==> src/rtl/sseg_scroll_ctrl.sv <==
`default_nettype none
// ============================================================================
//  Module   : sseg_scroll_ctrl
//  Purpose  : Eight-digit seven-segment scrolling message controller. Holds a
//             16-entry message of digit codes and shifts it right-to-left
//             across slots d0..d7, one step per TICK_FINAL+1 clocks.
//  Revision : 1.0 - initial release
// ============================================================================
module sseg_scroll_ctrl #(
  parameter int TICK_FINAL = 49_999_999,
  parameter int DEPTH      = 16
) (
  input  logic       clk,
  input  logic       reset_n,
  input  logic       wr_valid,
  input  logic [5:0] wr_data,
  output logic       wr_ready,
  input  logic       clear,
  input  logic       start,
  input  logic       stop,
  input  logic       loop,
  output logic       busy,
  output logic       done,
  output logic [5:0] d7,
  output logic [5:0] d6,
  output logic [5:0] d5,
  output logic [5:0] d4,
  output logic [5:0] d3,
  output logic [5:0] d2,
  output logic [5:0] d1,
  output logic [5:0] d0
);

  localparam int TW = (TICK_FINAL > 0) ? $clog2(TICK_FINAL + 1) : 1;
  localparam logic [TW-1:0] TICK_LAST = TW'(TICK_FINAL);

  localparam logic [0:0] S_IDLE   = 1'b0;
  localparam logic [0:0] S_SCROLL = 1'b1;

  logic [0:0]    state;
  logic [0:0]    state_nxt;
  logic [4:0]    count;          // number of stored characters, 0..16
  logic [4:0]    ptr;            // step index within the current pass, 0..count+7
  logic [TW-1:0] tick;
  logic [5:0]    msg_mem [DEPTH];
  logic [5:0]    digit   [8];

  logic is_idle;
  logic wr_fire;
  logic start_fire;
  logic step;
  logic pass_end;

  // Handshake and event decode shared by the FSM and the datapath
  always_comb begin
    is_idle    = (state == S_IDLE);
    wr_ready   = is_idle && (count < 5'(DEPTH));
    // clear takes priority over a write and also suppresses start
    wr_fire    = wr_valid && wr_ready && !clear;
    start_fire = is_idle && start && !clear && (count != 5'd0);
    // stop overrides a step landing in the same cycle
    step       = !is_idle && !stop && (tick == TICK_LAST);
    // the final step of a pass pushes the last blank in; display is then empty
    pass_end   = step && (ptr == count + 5'd7);
  end

  // State register
  always_ff @(posedge clk or negedge reset_n) begin
    if (!reset_n) state <= S_IDLE;
    else          state <= state_nxt;
  end

  // Next-state logic
  always_comb begin
    state_nxt = state;
    case (state)
      S_IDLE:   if (start_fire) state_nxt = S_SCROLL;
      S_SCROLL: if (stop || (pass_end && !loop)) state_nxt = S_IDLE;
      default:  state_nxt = S_IDLE;
    endcase
  end

  // Output decode of the state
  always_comb begin
    busy = (state == S_SCROLL);
  end

  // Message storage; contents survive stop and clear, only count is reset
  always_ff @(posedge clk) begin
    if (wr_fire) msg_mem[count[3:0]] <= wr_data;
  end

  // Character count maintenance (only changes while idle)
  always_ff @(posedge clk or negedge reset_n) begin
    if (!reset_n)                count <= 5'd0;
    else if (is_idle && clear)   count <= 5'd0;
    else if (wr_fire)            count <= count + 5'd1;
  end

  // Scroll datapath: tick divider, pass pointer and display shift register
  always_ff @(posedge clk or negedge reset_n) begin
    if (!reset_n) begin
      ptr  <= 5'd0;
      tick <= '0;
      for (int i = 0; i < 8; i++) digit[i] <= 6'd0;
    end else if (start_fire || (!is_idle && stop)) begin
      ptr  <= 5'd0;
      tick <= '0;
      for (int i = 0; i < 8; i++) digit[i] <= 6'd0;
    end else if (!is_idle) begin
      tick <= (tick == TICK_LAST) ? '0 : tick + TW'(1);
      if (step) begin
        for (int i = 7; i > 0; i--) digit[i] <= digit[i-1];
        digit[0] <= (ptr < count) ? msg_mem[ptr[3:0]] : 6'd0;
        ptr      <= pass_end ? 5'd0 : ptr + 5'd1;
      end
    end
  end

  // One-cycle completion pulse, lands on the first idle cycle after a pass
  always_ff @(posedge clk or negedge reset_n) begin
    if (!reset_n) done <= 1'b0;
    else          done <= pass_end && !loop;
  end

  assign d7 = digit[7];
  assign d6 = digit[6];
  assign d5 = digit[5];
  assign d4 = digit[4];
  assign d3 = digit[3];
  assign d2 = digit[2];
  assign d1 = digit[1];
  assign d0 = digit[0];

endmodule
`default_nettype wire

==> config.mk <==
export PLATFORM = sky130hd
export DESIGN_NAME = sseg_scroll_ctrl
export DESIGN_NICKNAME = d
export VERILOG_FILES = /design/src/rtl/sseg_scroll_ctrl.sv
export SDC_FILE = /design/constraint.sdc
export NUM_CORES = 1
export LEC_CHECK = 0
export ABC_AREA = 0
export CORE_MARGIN = 1
export CORE_UTILIZATION = 40
export DETAILED_ROUTE_END_ITERATION = 8
export MAX_ROUTING_LAYER = met4
export SLEW_MARGIN = 20
export SYNTH_ARGS = -nofsm -noshare
export SYNTH_HDL_FRONTEND = slang
export SYNTH_SLANG_ARGS = --single-unit
==> constraint.sdc <==
create_clock -name clk -period 3 [get_ports clk]
set_input_delay 0.75 -clock clk [delete_from_list [all_inputs] [get_ports clk]]
set_output_delay 0.75 -clock clk [all_outputs]
set_load 0.005 [all_outputs]
# Yosys cells after proc, flatten, opt, wreduce, memory -nomap -nowiden
# Memory sizes are Yosys's and may differ from the RTL's.
# Index checks and enable logic that the tools add are counted.
totals:
  register_bits: 86
  ramBits: 96
  output_inout_bits: 51
  wordCells: 63
  memories: 1
memory_table:
  columns: ["name", "words", "word_bits", "read_ports", "rd_clocked_by_memory_dff", "write_ports", "line_no", "rtl"]
  rows:
  - ["msg_mem", 16, 6, 1, 0, 1, "45", "logic [5:0] msg_mem [DEPTH];"]
classes:
  addsub: 4
  n_lt_le_gt_ge: 2
  n_eq_ne: 2
  muxes: 18
  n_bitwise: 1
  n_reduce_logical: 22
ops:
  columns: ["operator", "count"]
  rows:
  - ["48-bit 2-to-1 mux", 3]
  - ["26-bit 2-to-1 mux", 3]
  - ["5-bit 2-to-1 mux", 6]
  - ["26-bit by 1-bit adder with 26-bit output (second input constant)", 1]
  - ["26-bit == test (second input constant)", 1]
  - ["1-bit logical AND", 12]
  - ["5-bit by 1-bit adder with 5-bit output (second input constant)", 2]
  - ["6-bit 2-to-1 mux", 1]
  - ["2-bit nonzero test", 3]
  - ["5-bit by 3-bit adder with 5-bit output (second input constant)", 1]
  - ["5-bit == test", 1]
  - ["5-bit less-than comparator", 1]
  - ["5-bit less-than comparator (second input constant)", 1]
  - ["5-bit nonzero test", 1]
  - ["1-bit 2-to-1 mux", 4]
  - ["1-bit logical NOT", 3]
  - ["1-bit logical OR", 2]
  - ["1-bit one-hot mux with 2 select lines", 1]
  - ["2-bit AND reduction", 1]
  - ["1-bit inverter", 1]

# Logic depth before layout (Yosys ltp)
logic_depth:
  depth_word: 8
  ltp_mapped: 10
  depth_no_buf: 7

# Worst setup path before layout
# OpenSTA, ideal clock, no wires.
synth_path:
  path_kind: "register to register"
  from: "register ptr[0]"
  to: "register ptr[1]"
  setup_time_ns: 0.122
  t_arrival_ns: 2.424
  required_ns: 2.878
  setup_slack_ns: 0.454
  path_stages_with_launch: 10
  period_less_slack_ns: 2.546
  cell_sequence: "dfrtp_1 > buf_2 > buf_2 > buf_2 > inv_1 > ha_1 > or3_1 > clkbuf_1 > or2_2 > a32o_1"
synth_via:
  elab_chain_cells: 6
  word_cells_on_any_way: 7
synth_rtl:
  columns: ["item", "line_no", "rtl"]
  rows:
  - ["start: declaration", "43", "logic [4:0] ptr;"]
  - ["start signal: assignment", "115", "ptr <= pass_end ? 5'd0 : ptr + 5'd1;"]
  - ["parallel branches: the longest is 2 deep, another holds 5-bit by 1-bit adder with 5-bit output", null, null]
  - ["5-bit 2-to-1 mux *", "115", null]
  - ["5-bit 2-to-1 mux *", "112", "if (step) begin"]
  - ["5-bit 2-to-1 mux *", "110", "end else if (!is_idle) begin"]
  - ["5-bit 2-to-1 mux *", "106", "end else if (start_fire || (!is_idle && stop)) begin"]
# Every way passes the cells marked *. The select of a mux whose other input is x is not followed.
# A chain may end at the register's enable or synchronous reset.

# Worst setup path after layout
layout_path:
  from: "register count[0]"
  to: "register tick[18]"
layout_via:
  elab_chain_cells: 4
  word_cells_on_any_way: 5
layout_rtl:
  columns: ["item", "line_no", "rtl"]
  rows:
  - ["start: declaration", "42", "logic [4:0] count;"]
  - ["start signal: assignment", "97", "else if (wr_fire) count <= count + 5'd1;"]
  - ["5-bit nonzero test *", "60", "start_fire = is_idle && start && !clear && (count != 5'd0);"]
  - ["1-bit logical AND *", "60", null]
  - ["1-bit logical OR *", "106", null]
  - ["26-bit 2-to-1 mux / 2-bit nonzero test (equally long branches)", null, null]
  - ["end signal: assignment", "111", "tick <= (tick == TICK_LAST) ? '0 : tick + TW'(1);"]
  - ["end: declaration", "44", "logic [TW-1:0] tick;"]
# Every way passes the cells marked *; elsewhere a longest branch is shown, timed or not.

==> metrics.cfg <==
[placed_design]
placed_area_mm2=0.00896
hpwl_um=11600
portBuffers=63
dp_cells=885
globalplace.congestion=0.849

[worst_setup_path]
start_kind=flip-flop
worst_r2r_path_depth=7
crit_slowest_cell=or4_1
required_ps=3350
crit_path_end=tick[18]
arrival_ps=2910
end_kind=flip-flop
cp_cell_sequence=inv_1 -> ha_1 -> nor4b_2 -> o21ba_2 -> or4_1 -> or4_1 -> a21oi_1
r2r-end=tick[18]
crit_type=reg -> reg
critPathMostFrequentCell=or4_1
cp_max_fo=7
crit_start=count[0]
r2r_slack_ps=440
reg2reg_from=count[0]
slowest_delay_ps=570

[detailed_routing]
drtIter0Drc=301
final_antenna_net_count=0
wirelength_um=17000
drc=0
via_per_inst=5.48
dr.pass1.iters=4
num_vias=5023
wl_per_cell_um=18.6

[clock_tree]
cts_root_buf=clkbuf_16
clk_latency_ps=430
postCtsHoldBufs=0
cts_buffer_depth=2
cts_inserted_buffers=17
cts.sinks=182
h-tree-depth=4
clkTransAtPathRegs_ps=70
cts-resized-gates=0
cts_setup_buffers=0
cts_tree=built

[synth]
ys.flop_type=edfxtp_1
synthesis.area_per_instance_um2=14.0
syn_inst=564
yosys.area.top_type_share_pct=36.6
seq_area_frac_synth_pct=63.9
synth_largest_area_cell=edfxtp_1
netlist_area_mm2=0.00788
async_flop_share_pct=47.3
yosysWarnings=0
synth_edf_count=96
synthTopCellsByArea=edfxtp_1 37%, dfrtp_1 27%, mux4_2 5.1%
synth_nets=589
synth.distinct_cells=55
ys_ff_latch=182

[timing]
slew_headroom_pct=56.3
maxSlewViolCount=0
finalSetupTns_ps=0
timing.hold.ws_ps=291
hold_viol=0
worst_slew_pin_slew_ps=653
fmax_mhz=391
fin_worst_skew_ps=11.3
period_needed_ps=2560
setup_viol=0
rsz0062_at_grt=no
min_period_over_period_pct=85.3

[final_layout]
antenna_cells=0
fillerInstances=1692
multi_input_area_mm2=0.00265
fin_util_pct=50.1
fin_area_mm2=0.00953
synthToLayoutAreaGrowth_pct=20.9
nets=669
mostFrequentLayoutCell=edfxtp_1
final_cell_mix=96 x edfxtp_1, 86 x dfrtp_1, 62 x clkdlybuf4s50_1
drive_gt1_share_pct=16.0
stdcell_count=917
seqCellArea_mm2=0.00503

[power_and_ir_drop]
vdd_drop_max_mv=0.586
p_per_area_mw_per_mm2=663
power.leakage_nw=3.56

[grt]
first_global_vias=5093
grt_start_max_net_pins=49
antenna_found_initial=0
grt_pass1_wl_um=27800
track_usage_pct=18.6
gr-total-overflow=0

[die]
dieArea_mm2=0.0203
rows=50
die_y_um=142
top_level_ports=64
coreArea_mm2=0.0190
start_util_pct=41.4
die_w_um=142

[hold_path]
hold_class=in -> async

[run]
maxCapViolations=0

[run_status]
outcome=finished clean

[worst max-delay path, delay by kind of cell, from the launching register on]
| family | cells | cell delay, ps |
|---|---|---|
| buf+inv | 1 | 140 |
| compound gates | 2 | 420 |
| simple gates | 3 | 1200 |
| flops | 1 | 480 |
| fa+ha+maj | 1 | 240 |
[state kept, by name (all words and copies together), names as in the netlist]
register,flops
done,1
d6,6
tick,26
d4,6
msg_mem,96
count,5
d3,6
busy,1
d5,6
d1,6
ptr,5
d7,6
d2,6
d0,6
[cell type report]
| type | count | share of cell area (%) |
|---|---|---|
| clock inverter | 14 | 1.47 |
| sequential | 182 | 52.8 |
| inverter | 15 | 0.591 |
| tap | 260 | 3.41 |
| multi-input combinational | 335 | 27.8 |
| timing repair buffer | 93 | 9.35 |
| clock buffer | 18 | 4.50 |
[cells by family (layout without fill, tap and decap cells)]
| kind of cell | Yosys count | count (layout) | share of synthesized area (%) |
|---|---|---|---|
| compound gates | 118 | 118 | 11.2 |
| xor+xnor | 21 | 21 | 2.33 |
| fa+ha+maj | 12 | 12 | 1.91 |
| mux | 34 | 34 | 7.43 |
| simple gates | 150 | 150 | 10.8 |
| flops | 182 | 182 | 63.9 |
| buf+inv | 47 | 140 | 2.48 |
[routing by layer]
| layer | up-vias | GRT usage, % | share of wire, % |
|---|---|---|---|
| li1 | 2319 | - | - |
| met1 | 2567 | 23.2 | 45 |
| met2 | 119 | 30.3 | 50 |
| met3 | 18 | 3.97 | 4.3 |
| met4 | 0 | 5.66 | 1.6 |
| met5 | - | - | 0 |
[worst min-delay path by stage]
stage | endpoint | slack (ps)
floorplan | busy | 450
global placement | d7[1] | 480
detailed placement | d7[2] | 480
CTS | tick[23] | 300
global route | tick[22] | 320
finish | tick[22] | 290
[Yosys cell counts (3+ instances only)]
cell and n:
ha_1 12, nand3b_1 6, mux2_2 16, or4_1 5, a22oi_1 4, and2_1 3, o211ai_1 7, and3_1 4
nand2b_1 8, nor4_1 6, a21oi_1 13, mux4_2 18, clkbuf_1 21, dfrtp_1 86, a221oi_1 4, o21ai_0 19
buf_2 6, nand4_1 7, a22o_1 43, xnor2_1 16, or3_1 9, nor2_1 32, nor2b_1 4, inv_1 15
o31ai_1 12, clkbuf_2 3, nand2_1 28, o221ai_1 4, o21a_1 4, nand3_1 13, nor3_1 10, edfxtp_1 96
xor2_1 5
[where the power goes]
group / internal [mW] / switching, mW / total, mW
clock network: 1.17 / 0.983 / 2.15
registers: 2.75 / 0.173 / 2.92
logic: 0.578 / 0.665 / 1.24
[per-stage QoR]
step	setup WS, ps	power (mW)
2_1_floorplan	454	3.83
3_3_place_gp	165	4.20
3_5_place_dp	116	4.23
4_1_cts	449	6.39
5_1_grt	281	6.64
6_report	442	6.31
Power figures use the tool's default switching activity.
